[config.mk]
export PLATFORM = sky130hd
export DESIGN_NAME = vga_timing_gen
export DESIGN_NICKNAME = d
export VERILOG_FILES = /design/src/rtl/vga_timing_pkg.sv /design/src/rtl/mod_counter.sv /design/src/rtl/vga_timing_gen.sv
export SDC_FILE = /design/constraint.sdc
export NUM_CORES = 1
export LEC_CHECK = 0
export BUFFER_PORTS_ARGS = -buffer_cell sky130_fd_sc_hd__buf_2
export CAP_MARGIN = 30
export CORE_ASPECT_RATIO = 1.2
export CORE_MARGIN = 2
export CORE_UTILIZATION = 53
export CTS_CLUSTER_SIZE = 12
export DETAILED_ROUTE_END_ITERATION = 10
export HOLD_SLACK_MARGIN = 0.15
export PLACE_DENSITY_LB_ADDON = 0.1
export SLEW_MARGIN = 10
export SYNTH_ARGS = -nofsm -noshare
export SYNTH_HDL_FRONTEND = slang
export SYNTH_SLANG_ARGS = --single-unit
[constraint.sdc]
create_clock -name clk_25MHz -period 2.9 [get_ports clk_25MHz]
set_input_delay 0.145 -clock clk_25MHz [delete_from_list [all_inputs] [get_ports clk_25MHz]]
set_output_delay 0.145 -clock clk_25MHz [all_outputs]
set_load 0.03 [all_outputs]
[src/rtl/vga_timing_pkg.sv]
// Shared VGA raster timing constants.
// Mode sets are localparams; helper sums the four segments of an axis.
package vga_timing_pkg;

  localparam int VGA640_H_VISIBLE = 640;
  localparam int VGA640_H_FRONT   = 16;
  localparam int VGA640_H_SYNC    = 96;
  localparam int VGA640_H_BACK    = 48;
  localparam int VGA640_V_VISIBLE = 480;
  localparam int VGA640_V_FRONT   = 10;
  localparam int VGA640_V_SYNC    = 2;
  localparam int VGA640_V_BACK    = 33;

  localparam int TINY_H_VISIBLE = 8;
  localparam int TINY_H_FRONT   = 2;
  localparam int TINY_H_SYNC    = 2;
  localparam int TINY_H_BACK    = 2;
  localparam int TINY_V_VISIBLE = 4;
  localparam int TINY_V_FRONT   = 1;
  localparam int TINY_V_SYNC    = 1;
  localparam int TINY_V_BACK    = 1;

  function automatic int seg_total(
    input int vis,
    input int front,
    input int sync,
    input int back
  );
    return vis + front + sync + back;
  endfunction

endpackage

[src/rtl/mod_counter.sv]
// Modulo-MODULO up counter with combinational wrap flag.
// Ports: clk_25MHz, rst_n (sync, low), inc, count, wrap.
module mod_counter #(
  parameter int WIDTH  = 16,
  parameter int MODULO = 800
) (
  input  logic             clk_25MHz,
  input  logic             rst_n,
  input  logic             inc,
  output logic [WIDTH-1:0] count,
  output logic             wrap
);

  localparam logic [WIDTH-1:0] LAST = WIDTH'(MODULO - 1);

  assign wrap = inc && (count == LAST);

  always_ff @(posedge clk_25MHz) begin
    if (!rst_n) begin
      count <= '0;
    end else if (wrap) begin
      count <= '0;
    end else if (inc) begin
      count <= count + WIDTH'(1);
    end
  end

endmodule

[src/rtl/vga_timing_gen.sv]
// VGA raster timing: linked H/V counters, sync/blank decode, strobes.
// In: clk_25MHz, rst_n, enable. Out: counts, syncs, video_on, pix_*, strobes, frame_count.
module vga_timing_gen
  import vga_timing_pkg::*;
#(
  parameter int H_VISIBLE = VGA640_H_VISIBLE,
  parameter int H_FRONT   = VGA640_H_FRONT,
  parameter int H_SYNC    = VGA640_H_SYNC,
  parameter int H_BACK    = VGA640_H_BACK,
  parameter int V_VISIBLE = VGA640_V_VISIBLE,
  parameter int V_FRONT   = VGA640_V_FRONT,
  parameter int V_SYNC    = VGA640_V_SYNC,
  parameter int V_BACK    = VGA640_V_BACK,
  parameter bit HS_POL    = 1'b0,
  parameter bit VS_POL    = 1'b0,
  parameter int CNT_W     = 16,
  parameter int FRAME_W   = 8
) (
  input  logic               clk_25MHz,
  input  logic               rst_n,
  input  logic               enable,
  output logic [CNT_W-1:0]   h_count,
  output logic [CNT_W-1:0]   v_count,
  output logic               hsync,
  output logic               vsync,
  output logic               video_on,
  output logic [CNT_W-1:0]   pix_x,
  output logic [CNT_W-1:0]   pix_y,
  output logic               line_start,
  output logic               frame_start,
  output logic [FRAME_W-1:0] frame_count
);

  localparam int H_TOTAL =
    seg_total(H_VISIBLE, H_FRONT, H_SYNC, H_BACK);
  localparam int V_TOTAL =
    seg_total(V_VISIBLE, V_FRONT, V_SYNC, V_BACK);

  localparam longint CNT_SPAN = longint'(1) << CNT_W;

  generate
    if (longint'(H_TOTAL) > CNT_SPAN ||
        longint'(V_TOTAL) > CNT_SPAN) begin : g_cnt_w_chk
      $error("CNT_W too narrow for H_TOTAL/V_TOTAL");
    end
  endgenerate

  localparam logic [CNT_W-1:0] H_VIS = CNT_W'(H_VISIBLE);
  localparam logic [CNT_W-1:0] V_VIS = CNT_W'(V_VISIBLE);
  localparam logic [CNT_W-1:0] HS_BEG =
    CNT_W'(H_VISIBLE + H_FRONT);
  localparam logic [CNT_W-1:0] HS_END =
    CNT_W'(H_VISIBLE + H_FRONT + H_SYNC);
  localparam logic [CNT_W-1:0] VS_BEG =
    CNT_W'(V_VISIBLE + V_FRONT);
  localparam logic [CNT_W-1:0] VS_END =
    CNT_W'(V_VISIBLE + V_FRONT + V_SYNC);

  logic             h_wrap;
  logic             v_wrap;
  logic [CNT_W-1:0] h_nxt;
  logic [CNT_W-1:0] v_nxt;
  logic             hs_win;
  logic             vs_win;
  logic             vis_nxt;

  mod_counter #(
    .WIDTH  (CNT_W),
    .MODULO (H_TOTAL)
  ) u_h_cnt (
    .clk_25MHz (clk_25MHz),
    .rst_n     (rst_n),
    .inc       (enable),
    .count     (h_count),
    .wrap      (h_wrap)
  );

  mod_counter #(
    .WIDTH  (CNT_W),
    .MODULO (V_TOTAL)
  ) u_v_cnt (
    .clk_25MHz (clk_25MHz),
    .rst_n     (rst_n),
    .inc       (h_wrap),
    .count     (v_count),
    .wrap      (v_wrap)
  );

  // Mirror of what the counters will hold after this edge, so the
  // registered decode lines up with the registered counts.
  always_comb begin
    h_nxt = h_count;
    v_nxt = v_count;
    if (h_wrap) begin
      h_nxt = '0;
    end else if (enable) begin
      h_nxt = h_count + CNT_W'(1);
    end
    if (v_wrap) begin
      v_nxt = '0;
    end else if (h_wrap) begin
      v_nxt = v_count + CNT_W'(1);
    end
  end

  assign hs_win  = (h_nxt >= HS_BEG) && (h_nxt < HS_END);
  assign vs_win  = (v_nxt >= VS_BEG) && (v_nxt < VS_END);
  assign vis_nxt = (h_nxt < H_VIS) && (v_nxt < V_VIS);

  always_ff @(posedge clk_25MHz) begin
    if (!rst_n) begin
      hsync       <= ~HS_POL;
      vsync       <= ~VS_POL;
      video_on    <= 1'b1;
      pix_x       <= '0;
      pix_y       <= '0;
      line_start  <= 1'b0;
      frame_start <= 1'b0;
      frame_count <= '0;
    end else begin
      hsync       <= hs_win ? HS_POL : ~HS_POL;
      vsync       <= vs_win ? VS_POL : ~VS_POL;
      video_on    <= vis_nxt;
      pix_x       <= vis_nxt ? h_nxt : '0;
      pix_y       <= vis_nxt ? v_nxt : '0;
      line_start  <= h_wrap;
      frame_start <= h_wrap && v_wrap;
      if (h_wrap && v_wrap) begin
        frame_count <= frame_count + FRAME_W'(1);
      end
    end
  end

endmodule

# --- Word level (Yosys, flattened, before mapping) ---
# Cells that the tools add are included.
word_totals:
  ff_bits: 77
  inputBits: 3
  output_inout_bits: 77
  elab_cells: 34
op_classes:
  n_addsub: 3
  n_lt_le_gt_ge: 6
  n_eq_ne: 2
  n_mux: 6
  n_reduce_logical: 7
ops:
  columns: ["op", "n"]
  rows:
  - ["two-way mux 16 bit", 4]
  - ["adder 16 x 1 -> 16 bit (second input constant)", 2]
  - ["== test 16 x 10 -> 1 bit (second input constant)", 2]
  - ["< comparator 16 x 10 -> 1 bit (second input constant)", 2]
  - ["< comparator 16 x 9 -> 1 bit (second input constant)", 2]
  - ["greater-or-equal comparator 16 x 10 -> 1 bit (second input constant)", 1]
  - ["greater-or-equal comparator 16 x 9 -> 1 bit (second input constant)", 1]
  - ["adder 8 x 1 -> 8 bit (second input constant)", 1]
  - ["logical AND 1 bit", 6]
  - ["two-way mux 1 bit", 2]
  - ["AND reduction 2 bit", 1]

# --- Longest topological paths before layout ---
# Gate-level depths: netlist (run 1).
depth:
  ltp_word: 7
  depth_mapped: 10

# --- Hierarchy ---
# A second synthesis (run 1) with hierarchy kept.
hier_totals:
  cells_unflattened: 417
  area_unflattened_um2: 3851.2
modules_own_cells:
  columns: ["mod", "instances", "cells_each", "area_per_inst_um2", "seq_area_each_um2"]
  rows:
  - ["vga_timing_gen", 1, 247, 2270.9, 900.9]
  - ["mod_counter (u_v_cnt)", 1, 88, 809.5, 320.3]
  - ["mod_counter (u_h_cnt)", 1, 82, 770.7, 320.3]

# --- Worst setup path after synthesis (run 1) ---
# OpenSTA, ideal clock, no wires.
synth_timing:
  path_type: "register to register"
  start: "register u_h_cnt.count[0]"
  end: "register pix_x[0]"
  setup_ps: 88
  arrival_time_ps: 2547
  required_time_ps: 2812
  path_slack_ps: 265
  stages_incl_launch_ff: 10
  period_less_slack_ps: 2635
  path_cell_list: "dfxtp_1 -> ha_1 -> and4_1 -> buf_2 -> nand4_4 -> or4_1 -> a22oi_1 -> o2111ai_1 -> buf_2 -> nor4_2"
synth_between:
  elab_chain_cells: 7
synth_lines:
  columns: ["element", "line_no", "text"]
  rows:
  - ["from (decl)", "mod_counter.sv:10", "output logic [WIDTH-1:0] count,"]
  - ["from (signal assigned)", "mod_counter.sv:24", "count <= count + WIDTH'(1);"]
  - ["branches (longest 7 deep; another with adder 16 x 1 -> 16 bit)", null, null]
  - ["to (signal assigned)", "vga_timing_gen.sv:124", "pix_x <= vis_nxt ? h_nxt : '0;"]
  - ["to (decl)", "vga_timing_gen.sv:27", "output logic [CNT_W-1:0] pix_x,"]
# Several ways; the timed one is not identified.
# A chain may end at the register's enable or synchronous reset.

# --- Worst setup path after layout (run 1) ---
layout_timing:
  start: "register u_h_cnt.count[1]"
  end: "register pix_x[0]"
# Same word-level chain as after synthesis.

==> summary.md, run 1 <==
| Metric | Value |
|---|---|
| Status | `finished clean` |
| GR Layer Usage met2 | `40.6%` |
| Slowest stage delay, CP | `0.42 ns` |
| Initial drt markers | `218` |
| Worst-margin pin slew | `0.490 ns` |
| Max_cap viols | `0` |
| Fin cells | `539` |
| Setup crit end kind | `flop` |
| Post CTS Setup Buffer Count | `0` |
| DRC violations left | `0` |
| Worst Skew | `0.00747 ns` |
| Clk_lat worst skew | `0.36 ns` |
| DR vias | `2918` |
| Crit Reg-Reg Endpoint | `pix_x[0]` |
| Setup TNS | `0 ns` |
| Synth Area in Adders | `1.48%` |
| Pre-antenna DRT Iters | `4` |
| Worst R2R Start | `u_h_cnt.count[1]` |
| Min-Delay Path Class | `primary input to flop` |
| Async set-reset flop share out of synthesis | `0%` |
| GP Congestion | `0.913` |
| Max VDD drop | `0.000355 V` |
| Crit path max-delay family | `simple AND/OR/NAND/NOR gates` |
| Syn avg cell area | `9.29 um^2` |
| Max-slew headroom | `67.1%` |
| Max Slew Vio Count | `0` |
| CTS buffer count | `9` |
| Number of antenna violations at the first check in global routing | `0` |
| Flop-to-flop setup slack | `0.25 ns` |
| Fin nets | `459` |
| Worst Reg2Reg Path Length in Cells | `9` |
| Final setup violation count | `0` |
| Post-placement cell count | `523` |
| Most common cell after layout, fill and taps aside | `buf_2` |
| Antenna cells | `0` |
| Global route overflow | `0` |
| CP Launch Type | `flop` |
| WP depth | `9` |
| Post-synthesis register bit count | `77` |
| H-Tree Depth | `3` |
| Crit path arrival time | `2.92 ns` |
| Post-DRT Antenna Nets | `0` |
| IO Pins | `80` |
| CTS tree | `built` |
| Final min period | `2.65 ns` |
| Critical path's slowest cell | `dfxtp_1` |
| Hold_buf cts | `0` |
| Initial core utilization | `55.5%` |
| Total Power Consumption | `2.00 mW` |
| Area Overhead vs Synth | `21.8%` |
| Die footprint | `7040 um^2` |
| GR Util met1 | `27.9%` |
| Combinational family with the most area after synthesis | `simple AND/OR/NAND/NOR gates` |
| CP startpoint | `u_h_cnt.count[1]` |
| Design area | `4120 um^2` |
| Most frequent cells in the layout | `79 x buf_2, 77 x dfxtp_1, 30 x nor2_1` |
| Crit path kind | `flop to flop` |
| Met3 Usage GRT | `4.67%` |
| Fillers | `516` |
| Layout cells sized above 1 | `26.3%` |
| Sink Count | `77` |
| Final hold vios | `0` |
| Core Box Area | `6090 um^2` |
| Drt total wl | `7.96 mm` |
| Post-synthesis mux area share | `0.888%` |
| Post-synthesis sequential area ratio | `45.6%` |
| Largest net degree at the start of global routing | `36` |
| Placed inst area | `3910 um^2` |
| IO Port Bufs | `79` |
| Primary FF master, synth | `dfxtp_1` |
| CP required | `3.17 ns` |
| # rows | `31` |
| Buffers & Inverters on Critical Path | `2` |
| Fmax | `378 MHz` |
| Gr usage total | `23.5%` |
| Final HPWL DP | `5.71 mm` |
| Synth Area in Compound Gates | `5.88%` |
| Post-synth EDFFs | `0` |
| Die height | `91.5 um` |
| Cell Chain, Critical Path | `ha_1, and4_2, nand4_4, buf_4, nor3_2, mux2i_1, o2111ai_1, buf_4, nor4_2` |
| Cell Area, Synth | `3380 um^2` |
| Max Root-Sink Buffers | `2` |
| Via/cell ratio | `5.41` |
| Yosys cell types | `52` |
| Global-route wire length before repair | `13.2 mm` |
| PostCTS Resize Cnt | `0` |
| Clock Pin Slew Worst Setup and Hold Paths | `0.09 ns` |
| Root buf cell | `clkbuf_8` |
| Synth Instances | `364` |
| Pwr/cell area | `487 nW/um^2` |
| Vias in the first global route | `2728` |
| Post-synthesis simple-gate area fraction | `33.1%` |
| WL/cell | `14.8 um` |
| Die W | `76.9 um` |
| CP Max Fanout | `12` |
| GRT busiest layer | `met2` |
| RSZ-0062 raised after global routing | `false` |
| Fin crit share | `91.3%` |
| Lkg Pwr | `1.74 nW` |
| Setup crit end | `pix_x[0]` |
| Cell mode on critical path | `buf_4` |
| Xor/xnor share of the synthesized area | `9.06%` |
| Yosys Warn Count | `0` |
-- power by group --
part           internal, mW  leakage, nW  switching (mW)
Sequential             1.07        0.626         0.00565
Combinational        0.0253         1.01          0.0653
Clock                 0.411        0.103           0.425
-- flip-flops by register name (all words and copies together), names as in the netlist --
name and cells:
pix_x 16, pix_y 16, u_h_cnt.count 16, u_v_cnt.count 16
frame_count 8, frame_start 1, hsync 1, line_start 1
video_on 1, vsync 1
-- cell families (layout without fill, tap and decap cells) --
kind of cell / Yosys count / after routing
simple gates: 184 / 184
flops: 77 / 77
buf+inv: 31 / 112
xor+xnor: 35 / 35
compound gates: 29 / 29
mux: 3 / 3
fa+ha+maj: 4 / 4
other cells: 1 / 13
-- worst min path at each step --
| stage | startpoint | endpoint | slack, ns | cells after the start |
|---|---|---|---|---|
| after floorplan | rst_n | frame_count[1] | 0.47 | 2 |
| after global placement | frame_count[1] | frame_count[1] | 0.48 | 2 |
| after detailed placement | frame_count[1] | frame_count[1] | 0.50 | 2 |
| after CTS | enable | u_h_cnt.count[0] | 0.21 | 3 |
| after global routing | enable | pix_x[0] | 0.26 | 3 |
| final | enable | u_h_cnt.count[0] | 0.21 | 3 |
-- through the flow --
stage,utilization (%),hold slack [ns],worst slack [ns]
finish,67.6,0.215,0.253
global route,67.6,0.265,0.0570
CTS,67.5,0.214,0.140
detailed placement,64.2,0.501,0.178
global placement,64.2,0.485,0.300
floorplan,-,0.466,0.265
-- layer usage --
layer / wire length (um) / vias to the layer above
li1: - / 1446
met2: 4070 / 81
met5: 0 / -
met1: 3360 / 1375
met3: 363 / 16
met4: 158 / 0
-- layout make-up --
class	count	area, um^2	area share [%]
multi-input combinational	268	1760	42.8
sequential	77	1540	37.4
timing repair buffer	92	493	12.0
clock buffer	9	124	3.01
tap	82	103	2.49
clock inverter	7	80.1	1.94
inverter	4	15.0	0.365
-- worst register-to-register path, stage by stage (launching register included) --
cell	delay, ns
dfxtp_1	0.42
ha_1	0.23
and4_2	0.36
nand4_4	0.18
buf_4	0.23
nor3_2	0.20
mux2i_1	0.34
o2111ai_1	0.19
buf_4	0.21
nor4_2	0.22
-- cell usage after synthesis (all sizes together) (2+ instances only) --
cell type  instances  share of area [%]
dfxtp             77                 46
nor2              30                3.3
xnor2             23                6.0
nor3              20                3.0
nand4             19                4.0
clkbuf            18                2.0
nand2             18                2.0
and2              15                2.8
nor2b             15                2.8
nand3             14                2.1
nor4              13                3.6
xor2              12                3.1
and3              11                2.0
buf                9                1.4
and4               7                1.8
nor3b              6                1.3
o21ai              6               0.89
a21boi             4               0.89
ha                 4                1.5
inv                4               0.44
or4                4                1.0
a21oi              3               0.44
a31oi              3               0.55
mux2i              3               0.89
a211o              2               0.52
nand4b             2               0.52
nor4bb             2               0.59
o22ai              2               0.37
or3                2               0.37
Power figures use the tool's default switching activity.
==> inputs of run 2 (changes only) <==
ABC_AREA = 1   (was not set)
CORE_UTILIZATION = 54   (was 53)
==> run 2 against run 1 <==
First-iteration DRC count shrank 14%. Global-route usage grew 1.2 points. Die area grew 4.3%. Worst hold slack gained 0.070 ns. Utilization shrank 0.87 points. Design area grew 4.5%. Area after synthesis grew 6.4%. Fmax grew 5.7%. Synthesized cell count grew 36%. Sequential power is essentially flat. Critical endpoint is now pix_y[4]. Highest routed layer unchanged.
==> summary.md, run 2 <==
| Metric | Value |
|---|---|
| Status | `finished clean` |
| Crit path kind | `flop to flop` |
| Post-DRT Antenna Nets | `0` |
| Largest net degree at the start of global routing | `28` |
| Core Box Area | `6450 um^2` |
| Drt total wl | `8.66 mm` |
| Root buf cell | `clkbuf_8` |
| IO Pins | `80` |
| Dominant cell type by area after synthesis | `dfxtp_1` |
| Crit path arrival time | `2.79 ns` |
| Min-Delay Path Class | `primary input to flop` |
| Placed inst area | `4090 um^2` |
| Initial drt markers | `187` |
| Initial core utilization | `55.8%` |
| Max-slew headroom | `56.7%` |
| Worst-margin pin slew | `0.647 ns` |
| Post-synthesis register bit count | `77` |
| Psw | `0.506 mW` |
| Sequential group share of total power | `53.6%` |
| Fin crit share | `86.4%` |
| Fin nets | `596` |
| Synth Instances | `495` |
| # rows | `32` |
| DRC violations left | `0` |
| Final setup violation count | `0` |
| Cell Area, Synth | `3600 um^2` |
| Most common cell after layout, fill and taps aside | `nand2_1` |
| Min setup slack post-route | `0.396 ns` |
| Seq. cell area | `1540 um^2` |
| Clock Pin Slew Worst Setup and Hold Paths | `0.09 ns` |
| Die footprint | `7340 um^2` |
| Clk pwr share | `42.0%` |
| Final min period | `2.50 ns` |
| Vias in the first global route | `3087` |
| Global route overflow | `0` |
| Net Sw Frac | `25.2%` |
| Design area | `4300 um^2` |
| Sink Count | `77` |
| Final HPWL DP | `6.54 mm` |
| PostCTS Resize Cnt | `0` |
| DR vias | `3427` |
| Top cell type's share of synthesized area | `42.8%` |
| Number of antenna violations at the first check in global routing | `0` |
| Global-route wire length before repair | `14.3 mm` |
| Post-synthesis sequential area ratio | `42.8%` |
| Clk_lat worst skew | `0.36 ns` |
| Max_cap viols | `0` |
| Area Overhead vs Synth | `19.6%` |
| Via/cell ratio | `5.05` |
| Final hold vios | `0` |
| CTS buffer count | `9` |
| Pwr/cell area | `467 nW/um^2` |
| CP Launch Type | `flop` |
| CP required | `3.19 ns` |
| RSZ-0062 raised after global routing | `false` |
| Worst Skew | `0.0103 ns` |
| Die height | `93.4 um` |
| Footprint of the multi-input gates | `1820 um^2` |
| CTS tree | `built` |
| Post-synth EDFFs | `0` |
| Comb pwr share | `4.4%` |
| Fmax | `399 MHz` |
| H-Tree Depth | `3` |
| Most frequent cells in the layout | `119 x nand2_1, 79 x buf_2, 77 x dfxtp_1` |
| Async set-reset flop share out of synthesis | `0%` |
| Yosys cell types | `39` |
| Syn avg cell area | `7.27 um^2` |
| GP Congestion | `0.921` |
| Primary FF master, synth | `dfxtp_1` |
| Pre-antenna DRT Iters | `5` |
| Max VDD drop | `0.000353 V` |
| Gr usage total | `24.7%` |
| Power Internal | `1.50 mW` |
| Die W | `78.5 um` |
| Fillers | `574` |
| Yosys Warn Count | `0` |
| Layout cells sized above 1 | `27.3%` |
| IO Port Bufs | `79` |
| Antenna cells | `0` |
| Max Slew Vio Count | `0` |
| Lkg Pwr | `2.05 nW` |
| Max Root-Sink Buffers | `2` |
| Most frequent cell after synthesis | `nand2_1` |
| Worst slack, placed | `0.351 ns` |
| Synth cell count leaders | `119 x nand2_1, 77 x dfxtp_1, 76 x nor2_1` |
| WL/cell | `12.8 um` |
| Setup TNS | `0 ns` |
| Setup crit end kind | `flop` |
| CP Max Fanout | `20` |
| Synth area leaders | `dfxtp_1 43%, nand2_1 12%, nor2_1 7.9%` |
run 2: stage by stage:
step           utilization (%)  power, mW  cells  hold slack [ns]
2_1_floorplan                -       1.17    507            0.214
3_3_place_gp              63.5       1.19    662            0.367
3_5_place_dp              63.5       1.19    662            0.372
4_1_cts                   66.8       2.02    679            0.265
5_1_grt                   66.8       2.08    679            0.318
6_report                  66.8       2.01    679            0.285
run 2: kinds of logic after synthesis:
logic type	after synthesis	share of synthesized area [%]
compound gates	23	3.37
mux	1	0.313
buf+inv	64	7.82
fa+ha+maj	4	1.39
other cells	1	0.104
xor+xnor	10	2.43
simple gates	315	41.7
flops	77	42.8
run 2: path summary, 6_finish.rpt:
| check | startpoint | to | slack [ns] | cells after the start |
|---|---|---|---|---|
| hold reg to reg | frame_count[6] | frame_count[6] | 0.50 | 2 |
| hold / removal | enable | u_v_cnt.count[8] | 0.29 | 4 |
| setup reg to reg | u_h_cnt.count[0] | pix_y[4] | 0.40 | 13 |
| setup / recovery | u_h_cnt.count[0] | pix_y[4] | 0.40 | 13 |
run 2: metal layers:
layer | track usage, % | part of all wire (%) | vias up | wire (um)
met3 | 5.50 | 5.6 | 22 | 484
met2 | 43.7 | 51 | 116 | 4430
met4 | 9.36 | 2.2 | 0 | 192
met1 | 29.0 | 41 | 1559 | 3560
met5 | 0 | 0 | - | 0
li1 | - | - | 1730 | -
run 2: area by class of cell:
type	instances	area share, %
Multi-Input combinational cell	366	42.3
Sequential cell	77	35.8
Timing Repair Buffer	82	9.77
Inverter	53	4.88
Clock buffer	9	2.88
Tap cell	85	2.47
Clock inverter	7	1.86
run 2: repair_timing:
| action | in CTS | in global routing |
|---|---|---|
| setup buffers | 0 | 0 |
| hold buffers | 1 | 0 |
| hold endpoints to repair | 4 | 0 |
run 2: power groups by stage:
stage	combinational [mW]	clock (mW)	sequential, mW
after floorplan	0.0342	0	1.13
after global placement	0.0870	0	1.10
after detailed placement	0.0881	0	1.10
after CTS	0.0887	0.852	1.08
after global routing	0.0947	0.902	1.08
final	0.0881	0.844	1.08
run 2: worst max-delay path, cell delays in order, from the launching register on:
cell and delay, ns:
dfxtp_1 0.39, ha_1 0.25, nand2_1 0.09, inv_2 0.07, nand2_2 0.08, nor2_2 0.18, nand2_4 0.17, clkinv_4 0.11
nand3b_4 0.12, nand3_1 0.13, nand2_1 0.07, nor2_2 0.17, nand2_2 0.39, nor2_2 0.21
==> inputs of run 3 (changes only) <==
BUFFER_PORTS_ARGS = not set   (was -buffer_cell sky130_fd_sc_hd__buf_2)
CORE_UTILIZATION = 62   (was 54)
DONT_BUFFER_PORTS = 1   (was not set)
==> run 3 against run 2 <==
Global-route usage rose by 3.9 points. Design area down 6.1%. Flip-flop and latch count unchanged. Combinational power down 40%. Sequential share of layout area increased by 2.3 points. Fmax fell by 4.0%. First-iteration DRC count increased by 13%. Power barely moved. Utilization grew 5.0 points. Clock power is 0.7% higher. Clock skew is 0.0035 ns higher. Die area fell by 12%. Critical path type unchanged. Critical endpoint is now pix_y[8].
==> summary.md, run 3 (synthesis gave the netlist of run 2 again) <==
| Metric | Value |
|---|---|
| Power Internal | `1.50 mW` |
| Fin crit share | `89.9%` |
| Final hold vios | `0` |
| Area Overhead vs Synth | `12.3%` |
| CP startpoint | `u_h_cnt.count[11]` |
| WHS Path Cells | `5` |
| Net Sw Frac | `25.3%` |
| GR Layer Usage met2 | `48.9%` |
| Clk pwr share | `42.3%` |
| Global route overflow | `0` |
| Buffers & Inverters on Critical Path | `2` |
| RSZ-0062 raised after global routing | `false` |
| Number of antenna violations at the first check in global routing | `0` |
| Status | `finished clean` |
| Max-slew headroom | `64.2%` |
| Slowest stage delay, CP | `0.66 ns` |
| Global-route wire length before repair | `14.0 mm` |
| Met3 Usage GRT | `8.56%` |
| CTS buffer count | `9` |
| Cell Chain, Critical Path | `inv_1, nor3_1, nand3_1, nand3_1, nand2_1, nor2_1, nand2_1, nor2_2, nand2_2, buf_12, nor2_2` |
| Die height | `87.5 um` |
| Final setup violation count | `0` |
| WL/cell | `14.8 um` |
| Via/cell ratio | `5.43` |
| Most frequent cells in the layout | `119 x nand2_1, 77 x dfxtp_1, 76 x nor2_1` |
| Sequential group share of total power | `55.0%` |
| CP Launch Type | `flop` |
| CP Max Fanout | `13` |
| Max VDD drop | `0.000387 V` |
| DRC violations left | `0` |
| WP depth | `11` |
| GRT busiest layer | `met2` |
| Largest net degree at the start of global routing | `40` |
| GP Congestion | `0.918` |
| CP required | `3.20 ns` |
| Most common cell after layout, fill and taps aside | `nand2_1` |
| Die W | `73.6 um` |
| Root buf cell | `clkbuf_8` |
| Min-Delay Path Class | `primary input to flop` |
| Clock Pin Slew Worst Setup and Hold Paths | `0.08 ns` |
| Worst-margin pin slew | `0.536 ns` |
| Post-DRT Antenna Nets | `0` |
| Max Root-Sink Buffers | `2` |
| Initial core utilization | `63.9%` |
| Total Power Consumption | `2.01 mW` |
| Max Slew Vio Count | `0` |
| Hold Crit Start | `enable` |
| DR vias | `3246` |
| GR Util met1 | `32.0%` |
| Fillers | `483` |
| Layout cells sized above 1 | `18.9%` |
| Drt total wl | `8.84 mm` |
| Core Box Area | `5630 um^2` |
| Die footprint | `6430 um^2` |
| Crit path arrival time | `2.91 ns` |
| # rows | `30` |
| Setup TNS | `0 ns` |
| Setup crit end kind | `flop` |
| Final HPWL DP | `6.44 mm` |
| IO Pins | `80` |
| Comb pwr share | `2.7%` |
| Crit path max-delay family | `simple AND/OR/NAND/NOR gates` |
| Psw | `0.508 mW` |
| Core Util, Final | `71.8%` |
| Fmax | `383 MHz` |
| Pre-antenna DRT Iters | `4` |
| Sink Count | `77` |
| Antenna cells | `0` |
| Final min period | `2.61 ns` |
| WHS | `0.294 ns` |
| Critical path's slowest cell | `dfxtp_1` |
| Initial drt markers | `211` |
| Fin nets | `536` |
| IO Port Bufs | `0` |
| Crit path kind | `flop to flop` |
| Vias in the first global route | `3041` |
| H-Tree Depth | `3` |
| Worst Reg2Reg Path Length in Cells | `11` |
| Worst Skew | `0.0139 ns` |
| Clk_lat worst skew | `0.36 ns` |
| Pwr/cell area | `497 nW/um^2` |
| Worst R2R Start | `u_h_cnt.count[11]` |
| CTS tree | `built` |
| Lkg Pwr | `1.75 nW` |
| Max_cap viols | `0` |
| Gr usage total | `28.6%` |
-- run 3: changes by cell type in the layout (fill, tap and decap cells not counted), sizes merged --
cell / delta
dlygate4sd3: +1
buf: -61
-- run 3: path summary, 6_finish.rpt --
kind,end,slack [ns]
setup / recovery,pix_y[8],0.29
hold / removal,u_h_cnt.count[12],0.29
setup reg to reg,pix_y[8],0.29
hold reg to reg,frame_count[7],0.65
-- run 3: power groups by stage --
stage | clock [mW] | sequential, mW | combinational, mW
4_1_cts | 0.864 | 1.11 | 0.0532
5_1_grt | 0.907 | 1.11 | 0.0588
2_1_floorplan | 0 | 1.13 | 0.0342
3_5_place_dp | 0 | 1.13 | 0.0480
6_report | 0.850 | 1.10 | 0.0533
3_3_place_gp | 0 | 1.13 | 0.0470
-- run 3: worst register-to-register path, stage by stage, from the launching register on --
cell and delay [ns]:
dfxtp_1 0.66, inv_1 0.17, nor3_1 0.36, nand3_1 0.12, nand3_1 0.13, nand2_1 0.07
nor2_1 0.20, nand2_1 0.12, nor2_2 0.14, nand2_2 0.25, buf_12 0.25, nor2_2 0.08
-- run 3: layout make-up --
class                   instances  area (um^2)  share of cell area, %
clock inverters                 7         82.6                   2.04
well taps                      64         80.1                   1.98
inverters                      53          210                   5.20
flip-flops and latches         77         1540                   38.1
multi-input cells             366         1820                   45.1
clock buffers                   9          124                   3.06
repair buffers                 22          183                   4.52
-- run 3: repair_timing --
action	CTS	global route
hold endpoints to repair	17	0
setup endpoints to repair	0	0
gates resized for setup	0	0
hold buffers	2	0
setup buffers	0	0
-- run 3: per-layer routing --
layer	part of all wire, %	wire, um
met4	3.4	303
met5	0	0
met2	52	4580
met1	39	3480
met3	5.5	483
-- run 3: per-stage QoR --
step	cells	area, um^2	setup WS (ns)
final	598	4040	0.292
after detailed placement	580	3820	0.450
after CTS	598	4040	0.349
after floorplan	507	3640	0.843
after global placement	580	3820	0.519
after global routing	598	4040	0.147
